`src/rtl/fifo_burst_rd_sched.sv`:
```
// fifo_burst_rd_sched: bursts reads out of the async FIFO read port and re-times them onto a valid/ready stream
module fifo_burst_rd_sched #(
  parameter int DATA_WIDTH  = 11,
  parameter int DEPTH_WIDTH = 13,
  parameter int BURST_LEN   = 256,
  parameter int RD_LATENCY  = 1,
  parameter int OBUF_DEPTH  = 4,
  parameter int TIMEOUT     = 1024
) (
  input  logic                   clk,
  input  logic                   rst,
  input  logic                   en,
  output logic                   fifo_rd_en,
  input  logic                   fifo_rd_empty,
  input  logic [DEPTH_WIDTH:0]   fifo_rd_water_level,
  input  logic [DATA_WIDTH-1:0]  fifo_rd_data,
  output logic [DATA_WIDTH-1:0]  out_data,
  output logic                   out_valid,
  input  logic                   out_ready,
  output logic                   out_last,
  output logic                   busy,
  output logic                   partial
);
  localparam int LW = DEPTH_WIDTH + 1;
  localparam int CW = $clog2(OBUF_DEPTH + 1);
  localparam int AW = OBUF_DEPTH > 1 ? $clog2(OBUF_DEPTH) : 1;
  localparam int IW = TIMEOUT > 1 ? $clog2(TIMEOUT) : 1;
  localparam logic [IW-1:0] IDLE_MAX = IW'(TIMEOUT > 0 ? TIMEOUT - 1 : 0);

  typedef enum logic [1:0] {IDLE, BURST, DRAIN} state_t;

  state_t state, state_n;
  logic [LW-1:0] rem, rem_n;
  logic [IW-1:0] idle_cnt, idle_cnt_n;
  logic [CW-1:0] occ, inflight;
  logic [AW-1:0] wp, rp;
  logic [DATA_WIDTH-1:0] mem [OBUF_DEPTH];
  logic [OBUF_DEPTH-1:0] tag;
  logic [RD_LATENCY-1:0] vp, tp;
  logic level_nz, full_go, part_go, go, credit, wr, rd;

  assign level_nz = |fifo_rd_water_level;
  assign full_go  = en & (fifo_rd_water_level >= LW'(BURST_LEN));
  assign part_go  = (TIMEOUT != 0) & en & level_nz & (idle_cnt == IDLE_MAX);
  // Issued-but-unwritten reads reserve buffer space so the buffer can never overflow
  assign credit   = ({1'b0, occ} + {1'b0, inflight}) < (CW + 1)'(OBUF_DEPTH);
  assign wr       = vp[RD_LATENCY-1];
  assign rd       = out_valid & out_ready;
  assign out_valid = occ != '0;
  assign out_data  = out_valid ? mem[rp] : '0;
  assign out_last  = out_valid & tag[rp];

  always_comb begin
    go = (state == IDLE) & (full_go | part_go);
    partial = go & ~full_go;
    busy = state != IDLE;
    fifo_rd_en = (state == BURST) & (rem != '0) & ~fifo_rd_empty & credit;
    rem_n = go ? (full_go ? LW'(BURST_LEN) : fifo_rd_water_level) : rem - LW'(fifo_rd_en);
    idle_cnt_n = ((state == IDLE) & en & level_nz & ~go) ? idle_cnt + IW'(idle_cnt != IDLE_MAX) : '0;
    state_n = state;
    case (state)
      IDLE:    state_n = go ? BURST : IDLE;
      BURST:   state_n = rem_n == '0 ? DRAIN : BURST;
      DRAIN:   state_n = (inflight == '0 && occ == '0) ? IDLE : DRAIN;
      default: state_n = IDLE;
    endcase
  end

  always_ff @(posedge clk or posedge rst) begin
    if (rst) begin
      state <= IDLE;
      rem <= '0;
      idle_cnt <= '0;
      occ <= '0;
      inflight <= '0;
      wp <= '0;
      rp <= '0;
      vp <= '0;
      tp <= '0;
    end else begin
      state <= state_n;
      rem <= rem_n;
      idle_cnt <= idle_cnt_n;
      occ <= occ + CW'(wr) - CW'(rd);
      inflight <= inflight + CW'(fifo_rd_en) - CW'(wr);
      vp <= (vp << 1) | RD_LATENCY'(fifo_rd_en);
      tp <= (tp << 1) | RD_LATENCY'(rem == LW'(1));
      if (wr) wp <= wp == AW'(OBUF_DEPTH - 1) ? '0 : wp + AW'(1);
      if (rd) rp <= rp == AW'(OBUF_DEPTH - 1) ? '0 : rp + AW'(1);
    end
  end

  always_ff @(posedge clk) begin
    if (wr) begin
      mem[wp] <= fifo_rd_data;
      tag[wp] <= tp[RD_LATENCY-1];
    end
  end

  assert property (@(posedge clk) disable iff (rst) !(wr && !rd && occ == CW'(OBUF_DEPTH)));
endmodule

```
`config.mk`:
```
export PLATFORM = sky130hd
export DESIGN_NAME = fifo_burst_rd_sched
export DESIGN_NICKNAME = d
export VERILOG_FILES = /design/src/rtl/fifo_burst_rd_sched.sv
export SDC_FILE = /design/constraint.sdc
export NUM_CORES = 1
export LEC_CHECK = 0
export BUFFER_PORTS_ARGS = -buffer_cell sky130_fd_sc_hd__buf_4
export CAP_MARGIN = 20
export CORE_ASPECT_RATIO = 0.8
export CORE_MARGIN = 3
export CORE_UTILIZATION = 45
export CTS_BUF_LIST = sky130_fd_sc_hd__clkbuf_4
export CTS_CLUSTER_DIAMETER = 40
export DETAILED_ROUTE_END_ITERATION = 7
export PLACE_DENSITY = 0.64
export REMOVE_ABC_BUFFERS = 1
export SLEW_MARGIN = 20
export SYNTH_ARGS = -nofsm -noshare
export SYNTH_HDL_FRONTEND = slang
export SYNTH_SLANG_ARGS = --single-unit
export TNS_END_PERCENT = 50
```
`constraint.sdc`:
```
create_clock -name clk -period 3.2 [get_ports clk]
set_clock_uncertainty 0.2 [all_clocks]
set_input_delay 0.16 -clock clk [delete_from_list [all_inputs] [get_ports clk]]
set_output_delay 0.16 -clock clk [all_outputs]
set_load 0.01 [all_outputs]
```
==> reports/qor.csv <==
stage;metric;value;unit
status;status;completed;
worst_setup_path;Crit path top cell by count;nand2_1;
timing;fmax;317;MHz
worst_setup_path;CP endpoint kind;flip-flop;
layout;Finished Cell Area;0.00509;mm²
global_routing;GRT Total Usage;16.3;%
synthesis;synth top area cells;edfxtp_1 (35%), dfrtp_1 (23%), mux4_2 (6.7%);
routing;drc violations;0;
power_and_ir_drop;Leak;1.99;nW
clocking;worst-skew pair later-pin latency;0.43;ns
layout;most frequent cells in the layout;buf_4 (65), edfxtp_1 (48), dfrtp_1 (38);
min_path;Hold WC Path Type;in2reg;
worst_setup_path;WS Path Type;reg2reg;
synthesis;post-synthesis cell type count;46;
timing;Final TNS setup;0;ns
run;max-cap check violation count;0;
synthesis;Synth area leader;edfxtp_1;
layout;synthesis-to-finish area growth;25.3;%
timing;WHS;0.0229;ns
power_and_ir_drop;Pwr Total;3.72;mW
timing;worst-margin pin slew;0.683;ns
placed_design;input/output buffers;45;
synthesis;Synth async-reset ratio;44.2;%
power_and_ir_drop;Cell Pwr Density;730;mW/mm²
layout;fin cells;524;
timing;Final setup viols;0;
worst_setup_path;critical path's slowest cell;or4b_4;
routing;wire per inst;14.9;µm
layout;fraction of layout cells with a size suffix above 1;27.7;%
synthesis;Syn Inst Count;318;
power_and_ir_drop;Seq pwr share;42.0;%
routing;post-route ant nets;0;
synthesis;Synth Area in XOR/XNOR;5.39;%
clocking;htree depth;3;
synthesis;Synth Area in Compound Gates;4.25;%
synthesis;FF+latch count, synth;86;
synthesis;Avg Cell Area, Syn;12.8;µm²
synthesis;Synth top area share;35.5;%
synthesis;post-synthesis cell area;0.00406;mm²
die;die height;91.0;µm
die;row cnt;30;
power_and_ir_drop;switching share of power;34.5;%
placed_design;Final HPWL DP;5250;µm
worst_setup_path;WP buf/inv;0;
placed_design;Cell Area, Placed;0.00462;mm²
routing;Post-Route M1 WL;3600;µm
routing;met3 WL;321;µm
routing;via count;2669;
synthesis;simple-gate share of the synthesized area;15.9;%
power_and_ir_drop;Clk network pwr share;16.5;%
placed_design;dpl cells;480;
die;initial core utilization;47.1;%
worst_setup_path;Critical Path RT;3.32;ns
worst_setup_path;CP arrival;3.28;ns
timing;Slew Viols, Final;0;
routing;drt initial violations;71;
synthesis;post-synthesis mux area share;6.93;%
layout;final net count;454;
timing;setup ws final;0.0438;ns
worst_setup_path;Crit Path Max Fanout;5;
clocking;CTS tree;done;
global_routing;total gr overflow;0;
power_and_ir_drop;net switching power;1.28;mW
worst_setup_path;CP Launch Type;flip-flop;
worst_setup_path;delay-heaviest family, CP;simple AND/OR/NAND/NOR gates;
synthesis;largest family of logic cells by synthesized area;simple AND/OR/NAND/NOR gates;
die;die area;0.0102;mm²
timing;slew margin rel.;54.5;%
power_and_ir_drop;Pint;2.44;mW
clocking;Clock Root Buffer;clkbuf_4;
timing;RSZ-0062 raised after global routing;true;
worst_setup_path;critical-path cell list;ha_1 > nor4_1 > nand2_1 > a311oi_2 > ha_2 > nand2b_4 > or4b_4 > xor2_2 > and4_4 > nand2_1 > a21o_1;
routing;first-pass detailed-route iteration total;4;
synthesis;Post-Synth Adder-Cell Area;5.61;%
clocking;Sink Count;86;
layout;fillers;707;
timing;Tcrit/Tclk final;98.6;%
worst_setup_path;peak per-stage delay on the critical path;0.55;ns
clocking;Num CTS Buffers;9;
routing;max layer used;met4;
synthesis;Synth warnings;0;
die;Ports;46;
synthesis;number of enable flip-flop cells after synthesis;48;
placed_design;Setup WS pre-CTS;0.0125;ns
layout;leading cell type in the layout, fill and taps excluded;buf_4;
synthesis;most used flip-flop cell after synthesis;edfxtp_1;
clocking;CTS max path bufs;2;
clocking;CTS clk-pin slew, worst paths;0.13;ns
routing;WL final;7830;µm
timing;Hold Violations, Final;0;
global_routing;initial antenna violation count;0;
power_and_ir_drop;logic gate share of total power;41.5;%
power_and_ir_drop;maximum VDD drop;0.373;mV
synthesis;fraction of the yosys area taken by sequential cells;58.9;%
die;Die Wd;112;µm
placed_design;Routability Congestion;0.780;
die;Core Footprint;0.00863;mm²
routing;vias per cell;5.09;
routing;DR WL met2;3780;µm
layout;utilization after layout;59.0;%
layout;# diodes;0;
global_routing;largest net degree at the start of global routing;39;
global_routing;global-route wire length before repair;13300;µm
timing;min Tclk post-route;3.16;ns
global_routing;number of global-route vias before repair;2799;
## worst min-delay path: cells and delay by family
family	cells	cell delay [ns]
AND/OR/NAND/NOR	2	0.28
buffers and inverters	1	0.08
AO/OA/AOI/OAI	1	0.08
## kinds of logic after synthesis
group                      Yosys count
xor gates and xnor gates            25
muxes                               13
DFF                                 86
AOI/OAI and AO/OA                   27
and+or+nand+nor                    120
adders and majority gates           17
buffers and inverters               30
## cell usage after synthesis (all sizes together), types with 2 or more instances
cell    number
a21o         3
a21oi        3
and2        17
buf          5
clkbuf       8
dfrtp       38
edfxtp      48
fa           2
ha          15
inv         17
mux4        12
nand2       18
nand2b       2
nand3       13
nand4        5
nand4b       2
nor2        35
nor3         9
nor4         6
o21ai       14
or3          4
or4b         3
xnor2       16
xor2         9
## layer usage
layer / vias up / global-route usage, %
met5: - / 0
met3: 15 / 4.33
met1: 1285 / 22.6
met2: 52 / 25.0
li1: 1317 / -
met4: 0 / 5.31
## registers in the layout, indices dropped and copies added, names as in the netlist
| signal | flops |
|---|---|
| rp | 2 |
| mem | 44 |
| rem | 14 |
| tag | 4 |
| inflight | 3 |
| state | 2 |
| occ | 3 |
| vp | 1 |
| idle_cnt | 10 |
| tp | 1 |
| wp | 2 |
## path summary, 6_finish.rpt
check / depth (start not counted) / start / to / slack [ns]
worst max-delay path: 11 / occ[2]$_DFF_PP0_ / state[0]$_DFF_PP0_ / 0.04
worst min-delay path: 4 / en / rem[2]$_DFF_PP0_ / 0.02
worst max register to register: 11 / occ[2]$_DFF_PP0_ / state[0]$_DFF_PP0_ / 0.04
worst min register to register: 0 / tp$_DFF_PP0_ / tag[0]$_DFFE_PP_ / 0.29
max in group asynchronous: 4 / rst / rp[1]$_DFFE_PP0P_ / 2.26
min in group asynchronous: 4 / rst / rem[5]$_DFF_PP0_ / 0.19
## area by class of cell
| type | count | area [µm²] | area share, % |
|---|---|---|---|
| tap | 112 | 140 | 2.75 |
| timing repair buffer | 91 | 748 | 14.7 |
| multi-input combinational | 202 | 1610 | 31.6 |
| sequential | 86 | 2390 | 47.0 |
| clock inverter | 7 | 72.6 | 1.43 |
| inverter | 17 | 63.8 | 1.25 |
| clock buffer | 9 | 67.6 | 1.33 |
## repair_timing
action,in CTS,in global routing
endpoints found under the setup margin,1,2
setup buffers,0,2
gates resized for setup,1,9
gates cloned,0,0
pin swaps,0,2
endpoints found under the hold margin,94,0
hold buffers,26,0
## power groups by stage
stage                     clock network, mW  logic, mW  registers, mW
after global placement                    0       1.45           1.57
after CTS                             0.632       1.51           1.56
final                                 0.613       1.55           1.56
after floorplan                           0      0.881           1.58
after detailed placement                  0       1.46           1.58
after global routing                  0.677       1.74           1.59
Power figures use the tool's default switching activity.
